`src/rtl/decode_stage.sv`:
```
// decode_stage
//   Instruction decode stage sitting in front of the 16 x 32-bit register file.
//   Splits the instruction into fields, drives the register-file read
//   addresses, and captures the read data plus decoded controls into a
//   one-entry ID/EX register. A busy bit per register (set on accept of a
//   writing instruction, cleared by writeback) holds back any instruction
//   whose sources or destination still have a write in flight.
//
// Ports
//   clk, reset            clock (rising edge), async active-high reset
//   in_valid / in_ready   instruction handshake
//   instr                 [31:28] op, [27:24] rd, [23:20] rs1, [19:16] rs2, [15:0] imm16
//   readReg1/readReg2     register-file read addresses (rs1 / rs2)
//   readData1/readData2   register-file read data, same cycle
//   wb_valid, wb_reg      writeback commit, clears the register's busy bit
//   flush                 discard the ID/EX entry
//   out_valid / out_ready ID/EX handshake
//   out_op, out_rd, out_a, out_b, out_imm, out_reg_write, out_mem_read,
//   out_mem_write, out_illegal   captured decode results
module decode_stage #(
    parameter int DATA_W = 32,
    parameter int REG_AW = 4
) (
    input  logic              clk,
    input  logic              reset,
    input  logic              in_valid,
    output logic              in_ready,
    input  logic [DATA_W-1:0] instr,
    output logic [REG_AW-1:0] readReg1,
    output logic [REG_AW-1:0] readReg2,
    input  logic [DATA_W-1:0] readData1,
    input  logic [DATA_W-1:0] readData2,
    input  logic              wb_valid,
    input  logic [REG_AW-1:0] wb_reg,
    input  logic              flush,
    output logic              out_valid,
    input  logic              out_ready,
    output logic [3:0]        out_op,
    output logic [REG_AW-1:0] out_rd,
    output logic [DATA_W-1:0] out_a,
    output logic [DATA_W-1:0] out_b,
    output logic [DATA_W-1:0] out_imm,
    output logic              out_reg_write,
    output logic              out_mem_read,
    output logic              out_mem_write,
    output logic              out_illegal
);

    localparam int NREGS = 1 << REG_AW;

    logic [3:0]        opcode;
    logic [REG_AW-1:0] rd;
    logic [REG_AW-1:0] rs1;
    logic [REG_AW-1:0] rs2;
    logic [15:0]       imm16;
    logic [DATA_W-1:0] immExt;

    logic useRs1, useRs2, writesRd, memRead, memWrite, illegal;
    logic stall, accept;

    logic [NREGS-1:0] busy;
    logic [NREGS-1:0] busyNext;

    assign opcode = instr[31:28];
    assign rd     = instr[24 +: REG_AW];
    assign rs1    = instr[20 +: REG_AW];
    assign rs2    = instr[16 +: REG_AW];
    assign imm16  = instr[15:0];
    assign immExt = {{(DATA_W-16){imm16[15]}}, imm16};

    assign readReg1 = rs1;
    assign readReg2 = rs2;

    always_comb begin
        useRs1   = 1'b0;
        useRs2   = 1'b0;
        writesRd = 1'b0;
        memRead  = 1'b0;
        memWrite = 1'b0;
        illegal  = 1'b0;
        case (opcode)
            4'd0: ;
            4'd1, 4'd2, 4'd3, 4'd4, 4'd5: begin
                useRs1   = 1'b1;
                useRs2   = 1'b1;
                writesRd = 1'b1;
            end
            4'd6: begin
                useRs1   = 1'b1;
                writesRd = 1'b1;
            end
            4'd7: begin
                useRs1   = 1'b1;
                writesRd = 1'b1;
                memRead  = 1'b1;
            end
            4'd8: begin
                useRs1   = 1'b1;
                useRs2   = 1'b1;
                memWrite = 1'b1;
            end
            4'd9: begin
                useRs1 = 1'b1;
                useRs2 = 1'b1;
            end
            4'd10: writesRd = 1'b1;
            default: illegal = 1'b1;
        endcase
    end

    // Registered busy only: a writeback clearing a register this cycle does
    // not release a waiting instruction until the next cycle.
    assign stall = in_valid & ((useRs1 & busy[rs1]) |
                               (useRs2 & busy[rs2]) |
                               (writesRd & busy[rd]));

    assign in_ready = ~stall & (~out_valid | out_ready) & ~flush;
    assign accept   = in_valid & in_ready;

    // Ordering gives set priority over any clear of the same register.
    always_comb begin
        busyNext = busy;
        if (wb_valid)
            busyNext[wb_reg] = 1'b0;
        if (flush && out_valid && out_reg_write)
            busyNext[out_rd] = 1'b0;
        if (accept && writesRd)
            busyNext[rd] = 1'b1;
    end

    always_ff @(posedge clk or posedge reset) begin
        if (reset)
            busy <= '0;
        else
            busy <= busyNext;
    end

    always_ff @(posedge clk or posedge reset) begin
        if (reset) begin
            out_valid     <= 1'b0;
            out_op        <= '0;
            out_rd        <= '0;
            out_a         <= '0;
            out_b         <= '0;
            out_imm       <= '0;
            out_reg_write <= 1'b0;
            out_mem_read  <= 1'b0;
            out_mem_write <= 1'b0;
            out_illegal   <= 1'b0;
        end else if (flush) begin
            out_valid <= 1'b0;
        end else if (accept) begin
            out_valid     <= 1'b1;
            out_op        <= opcode;
            out_rd        <= rd;
            out_a         <= readData1;
            out_b         <= readData2;
            out_imm       <= immExt;
            out_reg_write <= writesRd;
            out_mem_read  <= memRead;
            out_mem_write <= memWrite;
            out_illegal   <= illegal;
        end else if (out_ready) begin
            out_valid <= 1'b0;
        end
    end

endmodule

```
`config.mk`:
```
export PLATFORM = sky130hd
export DESIGN_NAME = decode_stage
export DESIGN_NICKNAME = d
export VERILOG_FILES = /design/src/rtl/decode_stage.sv
export SDC_FILE = /design/constraint.sdc
export NUM_CORES = 1
export LEC_CHECK = 0
export ABC_AREA = 1
export CORE_ASPECT_RATIO = 1.5
export CORE_MARGIN = 10
export CORE_UTILIZATION = 40
export CTS_BUF_LIST = sky130_fd_sc_hd__clkbuf_16
export CTS_CLUSTER_DIAMETER = 80
export CTS_CLUSTER_SIZE = 25
export DETAILED_ROUTE_END_ITERATION = 7
export PLACE_DENSITY = 0.72
export SETUP_SLACK_MARGIN = 0.05
export SYNTH_ARGS = -nofsm -noshare
export SYNTH_HDL_FRONTEND = slang
export SYNTH_SLANG_ARGS = --single-unit
```
`constraint.sdc`:
```
create_clock -name clk -period 5.95 [get_ports clk]
set_input_delay 1.4875 -clock clk [delete_from_list [all_inputs] [get_ports clk]]
set_output_delay 1.4875 -clock clk [all_outputs]
set_load 0.03 [all_outputs]
```
==> results.cfg, run 1 <==
[status]
status = completed

[floorplan]
die_width_um = 114.4
fp.coreArea_um2 = 13080
io_pins = 224
floorplan.die_area_um2 = 18490
die_height_um = 161.6
effective_utilization_at_floorplan_pct = 40.89
row_count = 51

[cts]
clock_insertion_delay_worst_skew_ns = 0.35
post_cts.repair.setup_buffers = 0
cts_num_sinks = 109
path_clk_slew_ns = 0.08
tritoncts_clock_tree = built
cts.hold.buffers_added = 0
cts_max_level = 3
resize_count_post_cts = 0
ctsLongestPathBuffers = 2
numCtsBuffers = 9
cts_root_buf = clkbuf_16

[timing]
report.final.setup_viol = 0
final_max_slew_viol_count = 0
post_layout_min_period_ns = 5.506
peak_freq_mhz = 181.6
worstMarginPinSlew_ns = 1.124
timing.clock.skew_ns = 0.01009
final.period_utilization_pct = 92.53
final-hold-violation-count = 0
rsz_0062_raised_after_global_routing = false
relSlewSlack_pct = 25.05
setup_tns_ns = 0

[yosys]
ys.flop_type = dfrtp_1
synth_area_leaders = dfrtp_1, nand2_1, nand3_1
synth-seq-area-share_pct = 50.99
post_synth_num_cell_types = 23
synth_top_area_share_pct = 50.99
mappedNetlistArea_um2 = 5349
synth_largest_area_cell = dfrtp_1
synth_seq_cells = 109
synth_edf_count = 0
synth.avg_cell_area_um2 = 7.398
postSynthCellCount = 723
synth_async_sr_flop_share_pct = 100.0
yosys_warnings = 0
synth.net_count = 829

[grt]
first_global_vias = 5209
grt_max_degree = 113
grt_first_pass_wirelength_mm = 28.37
antenna_found_initial = 0
groute.usage.overall_pct = 19.27
globalRouteOverflowTotal = 0

[route]
remaining_drc_errors = 0
route.final.wire_length_mm = 18.07
via_count = 5204
detailedRoute.firstPassIterationCount = 5
final_antenna_violating_net_count = 0
drt_iter0_markers = 303
vias_per_cell = 4.850
route.detailed.wl_per_inst_um = 16.84

[layout]
fin_nets = 1016
area_growth_syn_to_layout_pct = 45.61
most-common-layout-cells = nand2_1, clkdlybuf4s50_1, dfrtp_1
num_antenna_cells = 0
mostFrequentLayoutCell = nand2_1
final_layout_size_suffix_gt1_share_pct = 2.735

[power_and_ir_drop]
max_ir_drop_vdd_uv = 212.8
static-leakage-power_nw = 3.826
fin_total_pwr_mw = 3.024
power.density_cell_area_nw_per_um2 = 388.3

[setup_path]
worst_setup_path_end_kind = output port
timing.critical_path.slowest_cell_delay_ns = 0.75
timing.critical_path.from_type = primary input
critical_path_class = in2out
critPathRequiredTime_ns = 4.46
cp_cell_sequence = clkdlybuf4s50_1, inv_1, nor2_1, o21ai_0, nand2_1, a21oi_1, nand2_1, nand3_1, a21oi_1, clkdlybuf4s50_1
worstPathBufferInverterCount = 3
critical_path_arrival_ns = 4.02
crit_path_top_delay_cell = clkdlybuf4s50_1
critical-path-top-delay-family = buffers and inverters
crit_fanout = 12

[placement]
input_output_buffers = 223
gp_congestion = 0.9693
dpl.hpwl_mm = 13.64

[min_path]
hold_class = reg2reg

[flow_run]
drv.max_cap_violation_count = 0
stage by stage:
| step | hold slack (ns) | setup WS, ns | instance area [um^2] | util, % | cells |
|---|---|---|---|---|---|
| floorplan | 0.5336 | 1.589 | 5349 | - | 723 |
| global placement | 0.4527 | 0.4868 | 7492 | 57.27 | 1058 |
| detailed placement | 0.4572 | 0.4497 | 7492 | 57.27 | 1058 |
| CTS | 0.4751 | 0.4275 | 7789 | 59.54 | 1073 |
| global route | 0.4898 | 0.1946 | 7789 | 59.54 | 1073 |
| finish | 0.4704 | 0.4444 | 7789 | 59.54 | 1073 |
worst paths after layout:
| path | from | cells past startpoint | endpoint | slack, ns |
|---|---|---|---|---|
| worst max-delay path | instr[24] | 10 | in_ready | 0.44 |
| worst min-delay path | out_imm[9] | 2 | out_imm[9] | 0.47 |
| worst max register to register | busy[6] | 14 | out_b[9] | 3.25 |
| worst min register to register | out_imm[9] | 2 | out_imm[9] | 0.47 |
| max in group asynchronous | reset | 3 | out_a[20] | 3.21 |
| min in group asynchronous | reset | 2 | out_imm[0] | 1.63 |
cells in the mapped netlist, types with 2 or more instances:
cell type    n
a21oi_1      8
a31oi_1      2
buf_2        7
buf_4       34
clkbuf_1     8
dfrtp_1    109
inv_1       50
inv_2        4
nand2_1    364
nand3_1     53
nand3b_1     2
nor2_1      49
nor3_1       3
o211ai_1     3
o21ai_0     12
o21ai_1      2
o221ai_1     5
o311ai_0     3
where the power goes:
group / internal, mW / leakage [nW] / switching (mW)
Sequential: 0.939 / 1.38 / 0.143
Clock: 0.329 / 0.144 / 0.280
Combinational: 0.529 / 2.30 / 0.803
Total: 1.80 / 3.83 / 1.23
metal layers:
layer  GRT usage [%]  up-vias  routed length [um]
li1                -     2575                   -
met1           19.90     2384                6444
met2           33.32      208                9170
met3           7.749       37                1887
met4           8.114        0                 571
met5               0        -                   0
cells by family after synthesis:
family                 Yosys count  share of synthesized area, %
AO/OA/AOI/OAI                   35                         4.023
buffers and inverters          105                         10.06
flip-flops                     109                         50.99
AND/OR/NAND/NOR                474                         34.92
tightest hold or removal path: stages, from the launching register on:
cell and delay [ns]:
dfrtp_1 0.34, nand2_1 0.05, nand2_1 0.05
registers in the layout, indices dropped and copies added, names as in the netlist:
signal	flops
out_reg_write	1
out_illegal	1
out_mem_read	1
out_a	32
busy	16
out_imm	16
out_b	32
out_mem_write	1
out_op	4
out_rd	4
out_valid	1
area by class of cell:
| type | instances | area, um^2 |
|---|---|---|
| Multi-Input combinational cell | 509 | 2090 |
| Clock inverter | 6 | 71.32 |
| Tap cell | 159 | 198.9 |
| Fill cell | 1184 | 5293 |
| Inverter | 55 | 209.0 |
| Sequential cell | 109 | 2728 |
| Clock buffer | 9 | 225.2 |
| Timing Repair Buffer | 226 | 2267 |
No activity file was read; power rests on OpenSTA's default activity.
==> run 2: changes to the inputs <==
Settings changed: CORE_MARGIN 10 to 2, CORE_UTILIZATION 40 to 39, PLACE_DENSITY 0.72 to 0.73.
Clock period 5.95 ns to 4.6 ns, I/O delays scaled along.
==> run 2 against run 1 <==
Net effect: via count fell by 0.81%; non-clock buffer count is 2 higher; clock power rose by 29%; combinational power rose by 29%; routed wire length is 11% lower; worst setup slack better by 0.011 ns; critical path depth is the same; sequential power up 30%; total power increased by 29%; count of clock-buffer cells in the layout is the same; final cell count grew 0.56%; global-route usage rose by 2.7 points; largest cell class unchanged; largest power group unchanged.
==> results.cfg, run 2 (same netlist as run 1, synthesis figures left out) <==
[status]
status = completed

[layout]
num_antenna_cells = 0
finalNonFillerCells = 1079
fillers = 1229
area_growth_syn_to_layout_pct = 45.96
largest_registers = out_a x32, out_b x32
multi_input_area_um2 = 2090
final_layout_size_suffix_gt1_share_pct = 2.944
fin_nets = 1018
most-common-layout-cells = nand2_1, clkdlybuf4s50_1, dfrtp_1
final-seq-area_um2 = 2728
mostFrequentLayoutCell = nand2_1

[setup_path]
rr_endpoint = busy[6]
worst_r2r_startpoint = busy[6]
crit_fanout = 12
critical_path_class = in2out
crit_path_start = instr[24]
timing.critical_path.from_type = primary input
critical_path_arrival_ns = 2.99
worst_r2r_path_depth = 14
r2r_setup_slack_ns = 2.34
critPathRequiredTime_ns = 3.45
crit_end = in_ready
worst_setup_path_end_kind = output port

[route]
final_antenna_violating_net_count = 0
detailedRoute.firstPassIterationCount = 5
route.final.wire_length_mm = 16.17
via_count = 5162
remaining_drc_errors = 0
drt_iter0_markers = 229
route.detailed.wl_per_inst_um = 14.98
vias_per_cell = 4.784

[grt]
grt_first_pass_wirelength_mm = 25.14
antenna_found_initial = 0
first_global_vias = 4932
groute.usage.overall_pct = 21.99
grt_max_degree = 62
globalRouteOverflowTotal = 0

[cts]
cts_root_buf = clkbuf_16
cts_max_level = 3
path_clk_slew_ns = 0.07
ctsLongestPathBuffers = 2
cts_num_sinks = 109
resize_count_post_cts = 0
numCtsBuffers = 9
post_cts.repair.setup_buffers = 0
clock_insertion_delay_worst_skew_ns = 0.35
tritoncts_clock_tree = built
cts.hold.buffers_added = 0

[timing]
worstMarginPinSlew_ns = 0.7831
min_hold_slack_ns = 0.4698
final-hold-violation-count = 0
post_layout_min_period_ns = 4.145
setup_tns_ns = 0
peak_freq_mhz = 241.3
report.final.setup_viol = 0
final.period_utilization_pct = 90.10
relSlewSlack_pct = 47.80
rsz_0062_raised_after_global_routing = false
fin_ws_ns = 0.4555
timing.clock.skew_ns = 0.01436
final_max_slew_viol_count = 0

[placement]
input_output_buffers = 223
dp_slack_ns = 0.4689
placedCellCount = 1063
dpl.hpwl_mm = 11.94
gp_congestion = 0.9130

[floorplan]
die_height_um = 147.4
die_width_um = 99.62
floorplan.die_area_um2 = 14690
row_count = 52
effective_utilization_at_floorplan_pct = 39.72
io_pins = 224
fp.coreArea_um2 = 13470

[power_and_ir_drop]
power.density_cell_area_nw_per_um2 = 498.0
max_ir_drop_vdd_uv = 327.2
fin_total_pwr_mw = 3.889
static-leakage-power_nw = 3.834

[flow_run]
drv.max_cap_violation_count = 0

[min_path]
hold_class = reg2reg
## run 2: layer usage
metal	vias up	share of wire [%]	global-route usage [%]	wire (um)
met1	2296	37	24.49	5980
met4	0	4.7	11.85	754
met5	-	0	0	0
met2	238	50	38.28	8128
li1	2581	-	-	-
met3	47	8.1	5.343	1302
## run 2: how the worst min path moves through the flow
stage | start | endpoint | slack, ns | cells past startpoint
after global routing | out_b[17] | out_b[17] | 0.49 | 2
after detailed placement | out_imm[2] | out_imm[2] | 0.46 | 2
final | out_a[4] | out_a[4] | 0.47 | 2
after CTS | out_a[31] | out_a[31] | 0.48 | 2
after floorplan | busy[1] | busy[1] | 0.53 | 2
after global placement | out_a[31] | out_a[31] | 0.45 | 2
## run 2: final cells by class
type,instances,area share (%)
clock buffers,9,2.885
clock inverters,7,0.9455
well taps,162,2.596
multi-input cells,509,26.76
flip-flops and latches,109,34.94
repair buffers,228,29.20
inverters,55,2.676
## run 2: through the flow
stage	util, %	cell area (um^2)
2_1_floorplan	-	5349
3_3_place_gp	55.75	7508
3_5_place_dp	55.75	7508
4_1_cts	57.97	7807
5_1_grt	57.97	7807
6_report	57.97	7807
## run 2: report_power, final
group / total [mW] / internal (mW) / switching [mW]
clock network: 0.788 / 0.425 / 0.363
logic: 1.71 / 0.684 / 1.02
registers: 1.40 / 1.21 / 0.181
total: 3.89 / 2.32 / 1.56
## run 2: worst max-delay path, stage by stage
cell             delay, ns
clkdlybuf4s50_1       0.72
inv_1                 0.17
nor2_1                0.11
o21ai_0               0.08
nand2_1               0.09
a21oi_1               0.06
nand2_1               0.08
nand3_1               0.14
a21oi_1               0.20
buf_4                 0.19
